`src/rtl/dft_index_sequencer.sv`:
```
// Index sequencer for the DFT MAC datapath: walks (k, n), emits twiddle indices and bin/calc strobes.
// Optional build macro DFT_SEQ_HALF_SPECTRUM_EN restricts the bins to 0..N/2.
module dft_index_sequencer #(
  parameter int AW       = 12,
  parameter int PIPE_LAT = 3
) (
  input  logic          clk,
  input  logic          nrst,
  input  logic          ce,
  input  logic          start,
  input  logic [AW-1:0] sample_num,
  input  logic          ready,
  output logic          busy,
  output logic [1:0]    state,
  output logic          step_valid,
  output logic [AW-1:0] n_idx,
  output logic [AW-1:0] k_idx,
  output logic [AW-1:0] tw_idx,
  output logic          acc_clear,
  output logic          acc_last,
  output logic          bin_valid,
  output logic [AW-1:0] bin_k,
  output logic          calc_end,
  output logic          cfg_err
);

  localparam logic [AW-1:0] ONE = AW'(1);

  // state   | meaning
  // S_IDLE  | waiting for start; 2'b11 also decodes here
  // S_RUN   | issuing (k, n) steps to the datapath
  // S_DRAIN | waiting PIPE_LAT ce-cycles for the final bin
  typedef enum logic [1:0] {
    S_IDLE  = 2'b00,
    S_RUN   = 2'b01,
    S_DRAIN = 2'b10
  } state_t;

  state_t state_q, state_d;

  logic [AW-1:0] num_q;
  logic [AW-1:0] nmax_q;
  logic [AW-1:0] kmax_q;
  logic [AW-1:0] kmax_init;
  logic [3:0]    drain_cnt;
  logic          accept;
  logic          n_wrap;
  logic          k_done;
  logic          start_ok;
  logic          start_bad;
  logic [AW:0]   tw_sum;
  logic [AW-1:0] tw_next;
  logic          push_bin;

  logic [PIPE_LAT:0] dl_v;
  logic [AW-1:0]     dl_k [0:PIPE_LAT];

`ifdef DFT_SEQ_HALF_SPECTRUM_EN
  assign kmax_init = sample_num >> 1;
`else
  assign kmax_init = sample_num - ONE;
`endif

  // tw stays below N and k < N, so one conditional subtract keeps tw = (n*k) mod N
  always_comb begin
    accept   = step_valid && ready;
    n_wrap   = (n_idx == nmax_q);
    k_done   = (k_idx == kmax_q);
    tw_sum   = {1'b0, tw_idx} + {1'b0, k_idx};
    tw_next  = (tw_sum >= {1'b0, num_q}) ? (tw_sum[AW-1:0] - num_q) : tw_sum[AW-1:0];
    push_bin = accept && acc_last;
  end

  always_comb begin
    state_d   = state_q;
    start_ok  = 1'b0;
    start_bad = 1'b0;
    case (state_q)
      S_RUN: begin
        if (accept && n_wrap && k_done) state_d = S_DRAIN;
      end
      S_DRAIN: begin
        if (calc_end) state_d = S_IDLE;
      end
      default: begin
        if (start) begin
          if (sample_num < AW'(2)) begin
            start_bad = 1'b1;
          end else begin
            start_ok = 1'b1;
            state_d  = S_RUN;
          end
        end
      end
    endcase
  end

  always_ff @(posedge clk) begin
    if (!nrst) begin
      state_q    <= S_IDLE;
      num_q      <= '0;
      nmax_q     <= '0;
      kmax_q     <= '0;
      n_idx      <= '0;
      k_idx      <= '0;
      tw_idx     <= '0;
      step_valid <= 1'b0;
      acc_clear  <= 1'b0;
      acc_last   <= 1'b0;
      drain_cnt  <= '0;
      calc_end   <= 1'b0;
      cfg_err    <= 1'b0;
      dl_v       <= '0;
      for (int i = 0; i <= PIPE_LAT; i++) dl_k[i] <= '0;
    end else if (ce) begin
      state_q  <= state_d;
      cfg_err  <= start_bad;
      calc_end <= 1'b0;

      if (start_ok) begin
        num_q      <= sample_num;
        nmax_q     <= sample_num - ONE;
        kmax_q     <= kmax_init;
        n_idx      <= '0;
        k_idx      <= '0;
        tw_idx     <= '0;
        step_valid <= 1'b1;
        acc_clear  <= 1'b1;
        acc_last   <= 1'b0;
      end else if (state_q == S_RUN && accept) begin
        if (!n_wrap) begin
          n_idx     <= n_idx + ONE;
          tw_idx    <= tw_next;
          acc_clear <= 1'b0;
          acc_last  <= ((n_idx + ONE) == nmax_q);
        end else if (!k_done) begin
          n_idx     <= '0;
          k_idx     <= k_idx + ONE;
          tw_idx    <= '0;
          acc_clear <= 1'b1;
          acc_last  <= 1'b0;
        end else begin
          step_valid <= 1'b0;
          acc_clear  <= 1'b0;
          acc_last   <= 1'b0;
          drain_cnt  <= 4'(PIPE_LAT - 1);
        end
      end

      if (state_q == S_DRAIN && !calc_end) begin
        if (drain_cnt == 4'd0) calc_end <= 1'b1;
        else drain_cnt <= drain_cnt - 4'd1;
      end

      // bubbles are pushed on every ce-cycle without an accepted last step
      dl_v[0] <= push_bin;
      dl_k[0] <= push_bin ? k_idx : '0;
      for (int i = 1; i <= PIPE_LAT; i++) begin
        dl_v[i] <= dl_v[i-1];
        dl_k[i] <= dl_k[i-1];
      end
    end
  end

  assign bin_valid = dl_v[PIPE_LAT];
  assign bin_k     = dl_k[PIPE_LAT];
  assign busy      = (state_q == S_RUN) || (state_q == S_DRAIN);
  assign state     = state_q;

endmodule

```
`config.mk`:
```
export PLATFORM = sky130hd
export DESIGN_NAME = dft_index_sequencer
export DESIGN_NICKNAME = d
export VERILOG_FILES = /design/src/rtl/dft_index_sequencer.sv
export SDC_FILE = /design/constraint.sdc
export NUM_CORES = 1
export LEC_CHECK = 0
export ABC_AREA = 1
export CORE_MARGIN = 4
export CORE_UTILIZATION = 45
export DETAILED_ROUTE_END_ITERATION = 16
export GPL_TIMING_DRIVEN = 1
export HOLD_SLACK_MARGIN = 0.03
export PLACE_DENSITY = 0.65
export SYNTH_ARGS = -nofsm -noshare
export SYNTH_HDL_FRONTEND = slang
export SYNTH_SLANG_ARGS = --single-unit
```
`constraint.sdc`:
```
create_clock -name clk -period 7.18 [get_ports clk]
set_clock_uncertainty 0.15 [all_clocks]
set_input_delay 1.436 -clock clk [delete_from_list [all_inputs] [get_ports clk]]
set_output_delay 1.436 -clock clk [all_outputs]
set_load 0.02 [all_outputs]
```
==> qor.csv, run 1 <==
stage;metric;value;unit
synth;synth_top_area_share;20.7;%
setup_path;cp_cell_sequence;ha_1 > fa_1 > nand3_1 > nand3_1 > nand2_1 > nor2_1 > nor2_1 > nand2_1 > nand2_1 > inv_1 > ha_1 > nand2_1 > inv_1 > a21oi_1 > nand3_1 > nand2_1 > nand2_1 > nand2_1 > nand2_1 > nand2_1 > nand3_1 > a21oi_1;
final_layout;diodes;0;
synth;synthesis.nets;1041;
final_layout;fin_nets;1107;
global_routing;grt_pass1_wl;29100;um
hold_path;worstHoldEndpoint;dl_v[3]$_SDFFE_PN0P_;
sta;fin_crit_sh;57.9;%
power;finalPower;0.00202;W
sta;tns;0;ns
place;gpl.final_weighted_congestion;0.898;
place;dp_cells;1255;
global_routing;overflow;0;
floorplan;fp.dieW;135;um
routing;num_vias;6402;
floorplan;design.die.area;0.0182;mm^2
clocking;cts.sinks;123;
setup_path;r2r_slack;3.02;ns
synth;syn_area;0.00726;mm^2
sta;setup_violations;0;
global_routing;antenna_found_initial;0;
routing;first_iter_violations;489;
synth;ys_seq_area_share;40.5;%
clocking;insertion_delay;0.41;ns
floorplan;coreArea;0.0158;mm^2
setup_path;critPathLaunchType;register;
synth;synthCells;992;
sta;fmax;0.241;GHz
sta;worstMarginPinSlew;1.01;ns
final_layout;final_area;0.00876;mm^2
final_layout;finalNonFillerCells;1287;
synth;synth_seq_cells;123;
global_routing;grt_usage;20.1;%
synth;synth_commonest_cells;nand2_1, inv_1, nor2_1;
synth;async_flop_share;0;%
routing;drt_first_pass_iters;5;
floorplan;ios;74;
sta;rsz0062_at_grt;no;
place;port-buffer-count;73;
setup_path;critPathSlowestCell;fa_1;
clocking;cts_hold_buf;0;
flow_run;drv_cap;0;
hold_path;min-delay-start;dl_v[3]$_SDFFE_PN0P_;
setup_path;startpoint;k_idx[0]$_SDFFE_PN0P_;
setup_path;critPathMaxStageDelay;0.43;ns
setup_path;r2r-start;k_idx[0]$_SDFFE_PN0P_;
routing;wl;17700;um
power;powerDensity;231;mW/mm^2
synth;yosysWarnings;0;
status;status;completed;
synth;yosysMostFrequentCell;nand2_1;
setup_path;worstPathArrival;4.34;ns
setup_path;endpoint_kind;register;
synth;synthTopCellsByArea;dfxtp_1, edfxtp_1, nand2_1;
sta;hold_viol;0;
global_routing;grt_max_degree;53;
setup_path;rr_worst_depth;22;
place;post_dp_cell_area;0.00814;mm^2
clocking;htreeDepth;4;
sta;slew_violations;0;
sta;worst_slack;3.02;ns
setup_path;critPathKind;reg -> reg;
synth;ys.flop_type;dfxtp_1;
clocking;post_cts_buffers;0;
routing;routedWlPerCell;13.8;um
routing;vias_per_cell;4.97;
final_layout;n_fill_cell;1528;
power;p_leak;3.69;nW
power;ir_drop;0.177;mV
setup_path;path_common_cell;nand2_1;
setup_path;crit_required;7.37;ns
final_layout;drive_gt1_share;4.76;%
clocking;path_clk_slew;0.05;ns
synth;synthDistinctLibCells;40;
setup_path;crit_fanout;13;
floorplan;rows;46;
clocking;cts_tree;done;
synth;postSynthAreaPerCell;7.32;um^2
sta;maxSlewHeadroom;32.4;%
place;place_hpwl;13000;um
synth;synth_top_area_cell;dfxtp_1;
sta;layout_min_cycle_time;4.16;ns
clocking;ctsResizeCount;0;
clocking;cts_buffers;17;
place;pre_cts_slack;2.75;ns
hold_path;holdCritPathClass;reg -> reg;
routing;ant_nets;0;
setup_path;reg2reg_to;tw_idx[7]$_SDFFE_PN0P_;
hold_path;hold_path_depth;2;
global_routing;grt_pass1_vias;5916;
routing;post-route-drc-count;0;
clocking;root_buffer;clkbuf_16;
floorplan;die_y;135;um
clocking;clk_path_buf_depth;2;
final_layout;area_delta_synth_final;20.6;%
floorplan;initial_core_util;45.9;%
synth;synth-edff-count;48;
where the power goes:
part | leakage, nW | switching (W) | internal (W)
clock | 0.299 | 0.000301 | 0.000596
sequential | 1.14 | 0.0000247 | 0.000761
combinational | 2.25 | 0.000218 | 0.000121
total | 3.69 | 0.000544 | 0.00148
routing by layer:
metal,global-route usage (%),part of all wire (%)
met5,0,0
met4,5.38,1.2
met3,4.51,5.0
met2,33.5,47
met1,26.4,46
per-stage QoR:
stage	hold slack [ns]	util (%)
after detailed placement	0.292	51.4
final	0.304	55.3
after CTS	0.305	55.3
after floorplan	0.276	-
after global routing	0.317	55.3
after global placement	0.287	51.4
worst max-delay path by stage:
stage,to,cells after the start,slack (ns)
2_1_floorplan,tw_idx[10]$_SDFFE_PN0P_,22,3.79
5_1_grt,tw_idx[6]$_SDFFE_PN0P_,22,2.55
3_3_place_gp,num_q[9]$_SDFFE_PN0P_,10,2.83
4_1_cts,tw_idx[7]$_SDFFE_PN0P_,22,3.05
3_5_place_dp,kmax_q[4]$_SDFFE_PN0P_,10,2.75
6_report,tw_idx[7]$_SDFFE_PN0P_,22,3.02
registers in the layout, indices dropped and copies added (netlist names), 2 cells and up:
register,cells
kmax_q,12
drain_cnt,4
state,2
k_idx,12
num_q,12
dl_v,4
dl_k,48
n_idx,12
tw_idx,12
cells in the final DEF (no fill, tap or decap), types with 2 or more instances in the layout:
| cell | n |
|---|---|
| fa_1 | 2 |
| nand3_1 | 85 |
| nand4_1 | 6 |
| nand3_2 | 3 |
| nand3b_1 | 2 |
| xor2_1 | 30 |
| a31oi_1 | 6 |
| nand2_1 | 219 |
| or2_2 | 3 |
| edfxtp_1 | 48 |
| inv_1 | 157 |
| clkbuf_16 | 19 |
| o22ai_1 | 2 |
| buf_4 | 2 |
| nor2_1 | 120 |
| nand2_4 | 2 |
| clkinv_2 | 2 |
| a21oi_1 | 73 |
| o21bai_1 | 6 |
| dfxtp_1 | 75 |
| clkdlybuf4s50_1 | 73 |
| o21ai_0 | 41 |
| clkbuf_1 | 6 |
| ha_1 | 30 |
| nand2_2 | 2 |
| xnor2_1 | 25 |
| bufinv_16 | 3 |
| nor2_2 | 5 |
| nor4_1 | 2 |
| nor3_1 | 6 |
| inv_2 | 4 |
final cells by class:
class / count / area (um^2) / share of cell area, %
Multi-Input combinational cell: 680 / 3580 / 40.8
Timing Repair Buffer: 75 / 746 / 8.51
Clock inverter: 6 / 108 / 1.23
Sequential cell: 123 / 2940 / 33.6
Clock buffer: 26 / 512 / 5.84
Inverter: 161 / 604 / 6.90
Tap cell: 216 / 270 / 3.09
kinds of logic (layout without fill, tap and decap cells):
logic type | count (synthesis) | count (layout) | synth area share (%)
adders and majority gates | 32 | 32 | 5.72
xor gates and xnor gates | 56 | 56 | 6.86
buffers and inverters | 189 | 268 | 10.2
AOI/OAI and AO/OA | 133 | 133 | 9.84
and+or+nand+nor | 459 | 459 | 26.8
DFF | 123 | 123 | 40.5
worst max-delay path: cells and delay by family (launching register included):
family / cells / cell delay (ns)
flip-flops: 1 / 0.42
buffers and inverters: 2 / 0.11
adder cells (fa/ha/maj): 3 / 1.11
AO/OA/AOI/OAI: 2 / 0.29
AND/OR/NAND/NOR: 15 / 1.99
(Power assumes the default switching activity.)
==> run 2: changes to the inputs <==
==> constraint.sdc (replaced) <==
create_clock -name clk -period 4.1 [get_ports clk]
set_clock_uncertainty 0.15 [all_clocks]
set_input_delay 0.82 -clock clk [delete_from_list [all_inputs] [get_ports clk]]
set_output_delay 0.82 -clock clk [all_outputs]
set_load 0.02 [all_outputs]
==> qor.csv, run 2 (synthesized netlist as in run 1, its figures left out) <==
stage;metric;value;unit;change
global_routing;overflow;0;;unchanged
power;ir_drop;0.329;mV;+86%
sta;fmax;0.271;GHz;+13%
hold_path;holdCritPathClass;reg -> reg;;
setup_path;worstPathArrival;3.82;ns;-0.52 ns
setup_path;critPathKind;reg -> reg;;
clocking;insertion_delay;0.41;ns;about the same
global_routing;use_met1;27.2;%;+0.83 points
sta;hold_viol;0;;unchanged
clocking;root_buffer;clkbuf_16;;
global_routing;use_met3;4.28;%;-0.22 points
floorplan;rows;46;;unchanged
floorplan;initial_core_util;45.9;%;unchanged
place;port-buffer-count;73;;unchanged
sta;layout_min_cycle_time;3.69;ns;-0.467 ns
sta;maxSlewHeadroom;33.5;%;+1.1 points
routing;post-route-drc-count;0;;unchanged
global_routing;grt_pass1_wl;29800;um;+2.3%
sta;rsz0062_at_grt;no;;
global_routing;grt_usage;20.5;%;+0.39 points
routing;num_vias;6428;;+0.41%
power;powerDensity;391;mW/mm^2;+70%
clocking;path_clk_slew;0.06;ns;about the same
setup_path;crit_required;4.23;ns;-3.14 ns
floorplan;coreArea;0.0158;mm^2;unchanged
flow_run;drv_cap;0;;unchanged
setup_path;r2r-start;k_idx[0]$_SDFFE_PN0P_;;
place;gpl.final_weighted_congestion;0.892;;-0.66%
setup_path;startpoint;k_idx[0]$_SDFFE_PN0P_;;
place;pre_cts_slack;0.228;ns;-2.52 ns
routing;ant_nets;0;;unchanged
routing;first_iter_violations;375;;-23%
clocking;cts_buffers;17;;unchanged
routing;routedWlPerCell;13.8;um;+0.15%
global_routing;busiest_layer;met2;;
clocking;clk_path_buf_depth;2;;unchanged
final_layout;area_delta_synth_final;21.0;%;
final_layout;final_cell_mix;nand2_1, inv_1, nor2_1, nand3_1, dfxtp_1;;
global_routing;antenna_found_initial;0;;unchanged
final_layout;top_register;dl_k;;
final_layout;drive_gt1_share;6.12;%;+1.4 points
sta;slew_violations;0;;unchanged
sta;setup_violations;0;;unchanged
routing;vias_per_cell;4.97;;-0.14%
setup_path;rr_worst_depth;20;;-9.1%
clocking;cts_tree;done;;
floorplan;die_y;135;um;unchanged
final_layout;diodes;0;;unchanged
final_layout;largest_reg_flops;48;;unchanged
setup_path;crit_fanout;12;;-1
clocking;htreeDepth;4;;unchanged
floorplan;fp.dieW;135;um;unchanged
global_routing;grt_max_degree;53;;unchanged
setup_path;endpoint_kind;register;;
setup_path;reg2reg_to;tw_idx[7]$_SDFFE_PN0P_;;
setup_path;cp-endpoint;tw_idx[7]$_SDFFE_PN0P_;;
routing;drt_first_pass_iters;5;;unchanged
sta;tns;0;ns;unchanged
sta;fin_crit_sh;90.0;%;+32 points
place;place_hpwl;13400;um;+3.6%
global_routing;met2_usage;33.6;%;+0.083 points
floorplan;ios;74;;unchanged
final_layout;n_fill_cell;1491;;-2.4%
final_layout;fin_nets;1114;;+0.63%
final_layout;final_common_cell;nand2_1;;
clocking;cts.sinks;123;;unchanged
routing;wl;17900;um;+0.69%
setup_path;r2r_slack;0.41;ns;-2.61 ns
global_routing;grt_pass1_vias;5996;;+1.4%
floorplan;design.die.area;0.0182;mm^2;unchanged
sta;worstMarginPinSlew;0.996;ns;-0.0147 ns
status;status;completed;;
power;p_leak;3.71;nW;+0.52%
sta;worst_slack;0.410;ns;-2.61 ns
setup_path;critPathLaunchType;register;;
[run 2: cell types whose count changed in the layout (fill, tap and decap cells not counted), moves of 2 or more]
cell        before  now
buf_4            2    9
bufinv_16        3    1
clkbuf_1         6    0
clkbuf_8         1    3
clkinv_2         2    4
clkinvlp_4       1    4
[run 2: routing by layer]
layer | vias up | routed length [um]
met1 | 2922 | 8300
met3 | 29 | 951
li1 | 3321 | -
met5 | - | 0
met4 | 0 | 308
met2 | 156 | 8300
[run 2: how the worst min path moves through the flow]
stage | start | endpoint | slack [ns] | depth (start not counted)
floorplan | drain_cnt[1]$_SDFFE_PN0P_ | drain_cnt[1]$_SDFFE_PN0P_ | 0.28 | 2
global placement | drain_cnt[1]$_SDFFE_PN0P_ | drain_cnt[1]$_SDFFE_PN0P_ | 0.29 | 2
detailed placement | drain_cnt[1]$_SDFFE_PN0P_ | drain_cnt[1]$_SDFFE_PN0P_ | 0.30 | 2
CTS | drain_cnt[1]$_SDFFE_PN0P_ | drain_cnt[1]$_SDFFE_PN0P_ | 0.31 | 2
global route | dl_v[3]$_SDFFE_PN0P_ | dl_v[3]$_SDFFE_PN0P_ | 0.34 | 2
finish | dl_v[3]$_SDFFE_PN0P_ | dl_v[3]$_SDFFE_PN0P_ | 0.31 | 2
[run 2: final cells by class]
class	instances	area [um^2]	share of cell area [%]
Multi-Input combinational cell	680	3580	40.7
Sequential cell	123	2940	33.5
Timing Repair Buffer	82	798	9.09
Inverter	161	604	6.88
Clock buffer	22	499	5.68
Tap cell	216	270	3.08
Clock inverter	10	88.8	1.01
[run 2: metrics by stage]
stage | instance area, um^2 | power [W] | utilization, % | instances | hold slack (ns)
6_report | 8780 | 0.00344 | 55.5 | 1294 | 0.308
5_1_grt | 8780 | 0.00360 | 55.5 | 1294 | 0.336
4_1_cts | 8780 | 0.00346 | 55.5 | 1294 | 0.308
3_5_place_dp | 8190 | 0.00201 | 51.8 | 1262 | 0.297
3_3_place_gp | 8190 | 0.00200 | 51.8 | 1262 | 0.292
2_1_floorplan | 7260 | 0.00184 | - | 992 | 0.276
[run 2: report_power, final]
part	internal [W]	total, W	switching (W)	leakage, nW
Clock	0.000920	0.00146	0.000536	0.282
Combinational	0.000218	0.000605	0.000387	2.28
Sequential	0.00133	0.00138	0.0000445	1.14
Total	0.00247	0.00344	0.000967	3.71
[run 2: worst max-delay path: stages (launching register included)]
cell	delay [ns]
dfxtp_2	0.38
ha_1	0.29
fa_1	0.45
nand3_1	0.10
nand3_1	0.14
nand2_1	0.11
nand2_1	0.06
xnor2_1	0.25
inv_1	0.08
ha_1	0.35
nand2_1	0.09
nand2_1	0.09
a21oi_1	0.15
nand3_1	0.15
nand2_1	0.11
nand2_1	0.06
nand2_1	0.08
buf_4	0.19
nand3_1	0.09
nand3_1	0.12
a21oi_1	0.07
[run 2: repair_timing]
action,4_1_cts,5_1_grt
resized for setup,0,2
endpoints found under the setup margin,0,12
hold buffers,0,0
setup buffers,0,0
==> run 3: changes to the inputs <==
--- a/config.mk
+++ b/config.mk
@@ -12,6 +12,7 @@
 export GPL_TIMING_DRIVEN = 1
 export HOLD_SLACK_MARGIN = 0.03
 export PLACE_DENSITY = 0.65
+export SKIP_LAST_GASP = 1
 export SYNTH_ARGS = -nofsm -noshare
 export SYNTH_HDL_FRONTEND = slang
 export SYNTH_SLANG_ARGS = --single-unit
==> results of run 3 <==
No change in the layout: final DEF, timing and power equal those of run 2.
